--- config.mk ---
export PLATFORM = sky130hd
export DESIGN_NAME = cdb_arbiter_flat
export DESIGN_NICKNAME = d
export VERILOG_FILES = /design/src/rtl/cdb_arbiter_if.sv /design/src/rtl/cdb_arbiter.sv /design/src/flat_wrapper.sv
export SDC_FILE = /design/constraint.sdc
export NUM_CORES = 1
export LEC_CHECK = 0
export CAP_MARGIN = 20
export CORE_AREA = 5 5 144 146
export DETAILED_ROUTE_END_ITERATION = 10
export DIE_AREA = 0 0 149 151
export PLACE_DENSITY_LB_ADDON = 0.12
export SYNTH_ARGS = -nofsm -noshare
export SYNTH_HDL_FRONTEND = slang
export SYNTH_SLANG_ARGS = --single-unit
--- constraint.sdc ---
create_clock -name clk_i -period 14.6 [get_ports clk_i]
set_input_delay 2.92 -clock clk_i [delete_from_list [all_inputs] [get_ports clk_i]]
set_output_delay 2.92 -clock clk_i [all_outputs]
set_load 0.01 [all_outputs]
--- src/rtl/cdb_arbiter_if.sv ---
// Bundle between the FU result requesters and the CDB arbiter. The master side is
// the FU wrappers and CDB consumers. The slave side is the arbiter itself.
interface cdb_arbiter_if #(
  parameter int N_REQ     = 4,
  parameter int CDB_PORTS = 2,
  parameter int PRF_W     = 6,
  parameter int ROB_W     = 3
);
  logic [N_REQ-1:0]                 req_valid;
  logic [N_REQ-1:0]                 req_ready;
  logic [N_REQ-1:0][PRF_W-1:0]      req_prd;
  logic [N_REQ-1:0][ROB_W-1:0]      req_rob;
  logic [N_REQ-1:0][31:0]           req_data;
  logic [N_REQ-1:0]                 req_regwrite;

  logic [CDB_PORTS-1:0]             cdb_valid;
  logic [CDB_PORTS-1:0][PRF_W-1:0]  cdb_prd;
  logic [CDB_PORTS-1:0][ROB_W-1:0]  cdb_rob;
  logic [CDB_PORTS-1:0][31:0]       cdb_data;
  logic [CDB_PORTS-1:0]             cdb_regwrite;

  modport master (
    output req_valid, req_prd, req_rob, req_data, req_regwrite,
    input  req_ready,
    input  cdb_valid, cdb_prd, cdb_rob, cdb_data, cdb_regwrite
  );

  modport slave (
    input  req_valid, req_prd, req_rob, req_data, req_regwrite,
    output req_ready,
    output cdb_valid, cdb_prd, cdb_rob, cdb_data, cdb_regwrite
  );
endinterface

--- src/rtl/cdb_arbiter.sv ---
// Common-data-bus arbiter: grants up to CDB_PORTS finished FU results per cycle
// (starved first, then priority class, then round-robin) and broadcasts them one cycle later.
module cdb_arbiter #(
  parameter int                N_REQ        = 4,
  parameter int                CDB_PORTS    = 2,
  parameter int                PRF_W        = 6,
  parameter int                ROB_W        = 3,
  parameter logic [N_REQ-1:0]  PRIO_MASK    = N_REQ'(1),
  parameter int                STARVE_LIMIT = 8
) (
  input logic          clk_i,
  input logic          rst_ni,
  input logic          flush_i,
  cdb_arbiter_if.slave bus
);

  localparam int IDX_W  = (N_REQ > 1) ? $clog2(N_REQ) : 1;
  localparam int WAIT_W = $clog2(STARVE_LIMIT + 1);
  localparam logic [WAIT_W-1:0] LIMIT = WAIT_W'(STARVE_LIMIT);

  logic [IDX_W-1:0]                 rrPtr_q, rrPtr_d;
  logic [N_REQ-1:0][WAIT_W-1:0]     waitCnt_q, waitCnt_d;
  logic [N_REQ-1:0]                 grant;
  logic [CDB_PORTS-1:0]             portValid;
  logic [CDB_PORTS-1:0][IDX_W-1:0]  portSrc;

  logic [CDB_PORTS-1:0]             cdbValid_q;
  logic [CDB_PORTS-1:0][PRF_W-1:0]  cdbPrd_q;
  logic [CDB_PORTS-1:0][ROB_W-1:0]  cdbRob_q;
  logic [CDB_PORTS-1:0][31:0]       cdbData_q;
  logic [CDB_PORTS-1:0]             cdbRegwrite_q;

  always_comb begin : selectGrants
    logic [N_REQ-1:0]                g;
    logic [CDB_PORTS-1:0]            pv;
    logic [CDB_PORTS-1:0][IDX_W-1:0] ps;
    logic [IDX_W-1:0]                nextRr;
    logic [IDX_W-1:0]                idx;
    int                              used;
    g      = '0;
    pv     = '0;
    ps     = '0;
    nextRr = rrPtr_q;
    idx    = '0;
    used   = 0;
    waitCnt_d = '0;

    // Nothing is granted while in reset or during a flush cycle.
    if (rst_ni && !flush_i) begin
      for (int i = 0; i < N_REQ; i++) begin
        if (used < CDB_PORTS && bus.req_valid[i] && waitCnt_q[i] == LIMIT) begin
          g[i]     = 1'b1;
          pv[used] = 1'b1;
          ps[used] = IDX_W'(i);
          used     = used + 1;
        end
      end
      for (int k = 0; k < N_REQ; k++) begin
        idx = IDX_W'((int'(rrPtr_q) + k) % N_REQ);
        if (used < CDB_PORTS && bus.req_valid[idx] && PRIO_MASK[idx] && !g[idx]) begin
          g[idx]   = 1'b1;
          pv[used] = 1'b1;
          ps[used] = idx;
          used     = used + 1;
        end
      end
      // Only round-robin grants move the pointer, so starved/priority wins keep fairness intact.
      for (int k = 0; k < N_REQ; k++) begin
        idx = IDX_W'((int'(rrPtr_q) + k) % N_REQ);
        if (used < CDB_PORTS && bus.req_valid[idx] && !g[idx]) begin
          g[idx]   = 1'b1;
          pv[used] = 1'b1;
          ps[used] = idx;
          used     = used + 1;
          nextRr   = IDX_W'((int'(idx) + 1) % N_REQ);
        end
      end
    end

    for (int i = 0; i < N_REQ; i++) begin
      if (!flush_i && bus.req_valid[i] && !g[i]) begin
        waitCnt_d[i] = (waitCnt_q[i] == LIMIT) ? LIMIT : waitCnt_q[i] + WAIT_W'(1);
      end
    end

    grant     = g;
    portValid = pv;
    portSrc   = ps;
    rrPtr_d   = nextRr;
  end

  always_ff @(posedge clk_i or negedge rst_ni) begin
    if (!rst_ni) begin
      rrPtr_q       <= '0;
      waitCnt_q     <= '0;
      cdbValid_q    <= '0;
      cdbPrd_q      <= '0;
      cdbRob_q      <= '0;
      cdbData_q     <= '0;
      cdbRegwrite_q <= '0;
    end else begin
      rrPtr_q    <= rrPtr_d;
      waitCnt_q  <= waitCnt_d;
      cdbValid_q <= portValid;
      for (int p = 0; p < CDB_PORTS; p++) begin
        if (portValid[p]) begin
          cdbPrd_q[p]      <= bus.req_prd[portSrc[p]];
          cdbRob_q[p]      <= bus.req_rob[portSrc[p]];
          cdbData_q[p]     <= bus.req_data[portSrc[p]];
          cdbRegwrite_q[p] <= bus.req_regwrite[portSrc[p]];
        end
      end
    end
  end

  assign bus.req_ready    = grant;
  assign bus.cdb_valid    = cdbValid_q;
  assign bus.cdb_prd      = cdbPrd_q;
  assign bus.cdb_rob      = cdbRob_q;
  assign bus.cdb_data     = cdbData_q;
  assign bus.cdb_regwrite = cdbRegwrite_q;

endmodule

--- src/flat_wrapper.sv ---
// flat-port wrapper written by rule: the top's interface ports become plain ports
module cdb_arbiter_flat 
#(
  parameter int                N_REQ        = 4,
  parameter int                CDB_PORTS    = 2,
  parameter int                PRF_W        = 6,
  parameter int                ROB_W        = 3,
  parameter logic [N_REQ-1:0]  PRIO_MASK    = N_REQ'(1),
  parameter int                STARVE_LIMIT = 8
)
  (clk_i, rst_ni, flush_i, bus_req_valid, bus_req_prd, bus_req_rob, bus_req_data, bus_req_regwrite, bus_req_ready, bus_cdb_valid, bus_cdb_prd, bus_cdb_rob, bus_cdb_data, bus_cdb_regwrite);
  cdb_arbiter_if #(.N_REQ(N_REQ), .CDB_PORTS(CDB_PORTS), .PRF_W(PRF_W), .ROB_W(ROB_W)) bus_i ();
  input logic clk_i;
  input logic rst_ni;
  input logic flush_i;
  input wire logic [$bits(bus_i.req_valid)-1:0] bus_req_valid;
  input wire logic [$bits(bus_i.req_prd)-1:0] bus_req_prd;
  input wire logic [$bits(bus_i.req_rob)-1:0] bus_req_rob;
  input wire logic [$bits(bus_i.req_data)-1:0] bus_req_data;
  input wire logic [$bits(bus_i.req_regwrite)-1:0] bus_req_regwrite;
  output wire logic [$bits(bus_i.req_ready)-1:0] bus_req_ready;
  output wire logic [$bits(bus_i.cdb_valid)-1:0] bus_cdb_valid;
  output wire logic [$bits(bus_i.cdb_prd)-1:0] bus_cdb_prd;
  output wire logic [$bits(bus_i.cdb_rob)-1:0] bus_cdb_rob;
  output wire logic [$bits(bus_i.cdb_data)-1:0] bus_cdb_data;
  output wire logic [$bits(bus_i.cdb_regwrite)-1:0] bus_cdb_regwrite;
  assign bus_i.req_valid = bus_req_valid;
  assign bus_i.req_prd = bus_req_prd;
  assign bus_i.req_rob = bus_req_rob;
  assign bus_i.req_data = bus_req_data;
  assign bus_i.req_regwrite = bus_req_regwrite;
  assign bus_req_ready = bus_i.req_ready;
  assign bus_cdb_valid = bus_i.cdb_valid;
  assign bus_cdb_prd = bus_i.cdb_prd;
  assign bus_cdb_rob = bus_i.cdb_rob;
  assign bus_cdb_data = bus_i.cdb_data;
  assign bus_cdb_regwrite = bus_i.cdb_regwrite;
  cdb_arbiter #(.N_REQ(N_REQ), .CDB_PORTS(CDB_PORTS), .PRF_W(PRF_W), .ROB_W(ROB_W), .PRIO_MASK(PRIO_MASK), .STARVE_LIMIT(STARVE_LIMIT)) u_core (.clk_i(clk_i), .rst_ni(rst_ni), .flush_i(flush_i), .bus(bus_i));
endmodule
==> summary.txt <==
Status
  • Run status: finished, final reports clean

Setup path
  • CP max stage cell: clkdlybuf4s50_1
  • Worst Setup End Kind: output port
  • Critical path's largest stage delay: approximately 0.56 ns
  • Setup Crit Path Kind: primary input to output port
  • Critical Path Fanout Max: 12
  • Setup crit start kind: primary input
  • Crit path DAT: between 10 and 15 ns
  • Worst EP required: 11.68 ns

Clocking
  • Clk_lat worst skew: 0.37 ns
  • Clock buffer depth: 2
  • Cts hold-fix bufs: 0
  • H-tree lvl count: 3
  • CTS Buf Count: 9
  • CTS tree: yes
  • CTS clk-pin slew, worst paths: around 0.08 ns
  • Root Buffer: clkbuf_16
  • CTS sink count: 104

Hold path
  • Hold crit path type: register to register

Timing
  • Final Setup Violations: 0
  • Final Max Tran Viols: 0
  • Setup ws final: 0.470 ns
  • Final hold vios: 0
  • Fmax: about 70 MHz
  • Slew HR: 27.0%
  • Final period utilization: 96.8%
  • Worst-Margin Slew: 1.09 ns
  • Worst Clk Skew: roughly 0.018 ns
  • Crit path time final: 14.13 ns

Logic synthesis
  • Cell count after synthesis: 990
  • Netlist Area Pre-Place: approximately 0.0094 mm^2
  • Share of the synthesized area in the top cell type: 27.6%
  • Sequential element share of the synthesized area: 27.6%
  • Syn Area/Cell: 9.51 um^2
  • Synth unique cells: 104
  • Synthesized Nets: roughly 1200
  • Largest cells by area after synthesis: dfrtp_1 28%, mux2i_1 18%, o221ai_2 6.4%
  • EDFF count, synth: 0
  • Most numerous cell in the Yosys netlist: mux2i_1
  • Ys Warns: 0
  • Area leader, netlist: dfrtp_1
  • FF+latch count, synth: 104
  • Most used DFF post-synth: dfrtp_1
  • Async SR Flop Fraction: 100%
  • Most frequent cells after synthesis: 173 x mux2i_1, 121 x nand2_1, 104 x dfrtp_1, 53 x nor2_1, 46 x o221ai_1

GRT
  • Largest net degree at the start of global routing: 85
  • Initial antenna violation count: 0
  • GRT Total Usage: between 20% and 30%
  • GR Overflow Total: 0
  • Vias in the first global route: 9406
  • First-pass GRT wire length: 53100 um

Layout
  • Finished Cell Area: between 0.01 and 0.015 mm^2
  • P&R area growth vs syn: 33.6%
  • Filler Cells Inserted: about 1600
  • ANT cells: 0
  • Layout cells sized above 1: around an eighth
  • Non-Filler Instances: between 1000 and 1500
  • Final Core Density: about two thirds
  • Final nets: 1421

Routing
  • Antenna Violating Nets Remaining: 0
  • Routed WL: 34600 um
  • Via Count: 9404
  • First-pass DRT Iterations: 7
  • Drt via density: 6.31
  • DRC viols: 0
  • Wire length per cell: 23.2 um
  • 1st-iter DRT viols: 738

Place
  • Port Buffers: 264
  • Setup WS pre-CTS: -0.118 ns
  • Area after DPL: approximately 0.012 mm^2
  • Placed cells: 1471
  • GP Congestion: 0.971
  • DP Wirelength: between 20000 and 30000 um

Die
  • Core Box Area: 0.0193 mm^2
  • Row Count: 51
  • Die area: 0.0225 mm^2
  • Die Height: 151 um
  • I/O pin count: 265
  • Die Wd: 149 um
  • Initial core utilization: 48.9%

Run
  • Max-cap violations: 0
-- layer usage --
metal  vias to the layer above  GRT usage [%]  part of all wire (%)
met5                         -              0                     0
met4                         0           11.1                   4.1
met3                        99           7.96                   9.4
met2                       529           48.9                    47
met1                      4494           37.4                    39
li1                       4282              -                     -
-- per-stage QoR --
| step | hold slack [ns] | setup TNS, ns |
|---|---|---|
| after global placement | 0.471 | 0 |
| after global routing | 0.505 | -0.0698 |
| after floorplan | 0.460 | 0 |
| after detailed placement | 0.472 | -0.286 |
| final | 0.487 | 0 |
| after CTS | 0.496 | 0 |
-- logic make-up (layout without fill, tap and decap cells) --
kind of cell	after synthesis	in the layout	synth area share, %
flops	104	104	27.6
xor+xnor	12	12	1.20
compound gates	292	292	28.4
buf+inv	109	344	6.27
fa+ha+maj	31	31	3.99
mux	179	179	19.3
simple gates	263	263	13.1
-- sequential cells by signal (all words and copies together) (netlist names) --
register / cells
u_core.bus.cdb_regwrite: 2
u_core.waitCnt_q: 16
u_core.bus.cdb_data: 64
u_core.bus.cdb_valid: 2
u_core.bus.cdb_prd: 12
u_core.bus.cdb_rob: 6
u_core.rrPtr_q: 2
-- what timing repair did --
item	CTS	global route
setup endpoints to repair	3	3
pin swaps	0	2
gates resized for setup	2	14
buffers inserted	0	3
-- worst max-delay path: cells and delay by family --
family                   cells  cell delay [ns]
adder cells (fa/ha/maj)      4             1.15
buffers and inverters        7             1.90
AO/OA/AOI/OAI               11             2.61
XOR/XNOR                     2             0.44
AND/OR/NAND/NOR             12             2.16
-- cells in the final DEF (no fill, tap or decap), types with 6 or more instances in the layout --
| master | instances |
|---|---|
| clkdlybuf4s50_1 | 263 |
| mux2i_1 | 173 |
| nand2_1 | 119 |
| dfrtp_1 | 104 |
| nor2_1 | 51 |
| o221ai_1 | 46 |
| o221ai_2 | 40 |
| a21oi_1 | 33 |
| buf_4 | 31 |
| inv_1 | 29 |
| ha_1 | 25 |
| nand3_1 | 24 |
| o21ai_0 | 23 |
| nor3_1 | 13 |
| a31oi_1 | 10 |
| a21o_1 | 10 |
| o211ai_1 | 9 |
| clkbuf_16 | 9 |
| o31ai_1 | 7 |
| a211oi_1 | 7 |
| xnor2_1 | 6 |
| o22ai_1 | 6 |
-- final timing paths --
| kind | start | to | slack [ns] | cells after the start |
|---|---|---|---|---|
| min | u_core.bus.cdb_data[27] | u_core.bus.cdb_data[27] | 0.49 | 2 |
| max reg2reg | u_core.waitCnt_q[0] | u_core.bus.cdb_data[28] | 4.58 | 41 |
| min reg2reg | u_core.bus.cdb_data[27] | u_core.bus.cdb_data[27] | 0.49 | 2 |
| max | bus_req_valid[1] | bus_req_ready[3] | 0.47 | 36 |
| max in group asynchronous | rst_ni | u_core.waitCnt_q[4] | 10.76 | 2 |
| min in group asynchronous | rst_ni | u_core.bus.cdb_prd[6] | 2.57 | 1 |
-- cell type report --
cell class	count	area (um^2)	share of cell area, %
multi-input combinational	777	6330	50.3
timing repair buffer	295	2890	22.9
sequential	104	2600	20.7
tap	265	332	2.63
clock buffer	9	225	1.79
inverter	33	124	0.984
clock inverter	7	83.8	0.666
Power is left out: the tool's default activity adds up to more than one toggle a clock period on the data nets, which glitch-free logic cannot reach.
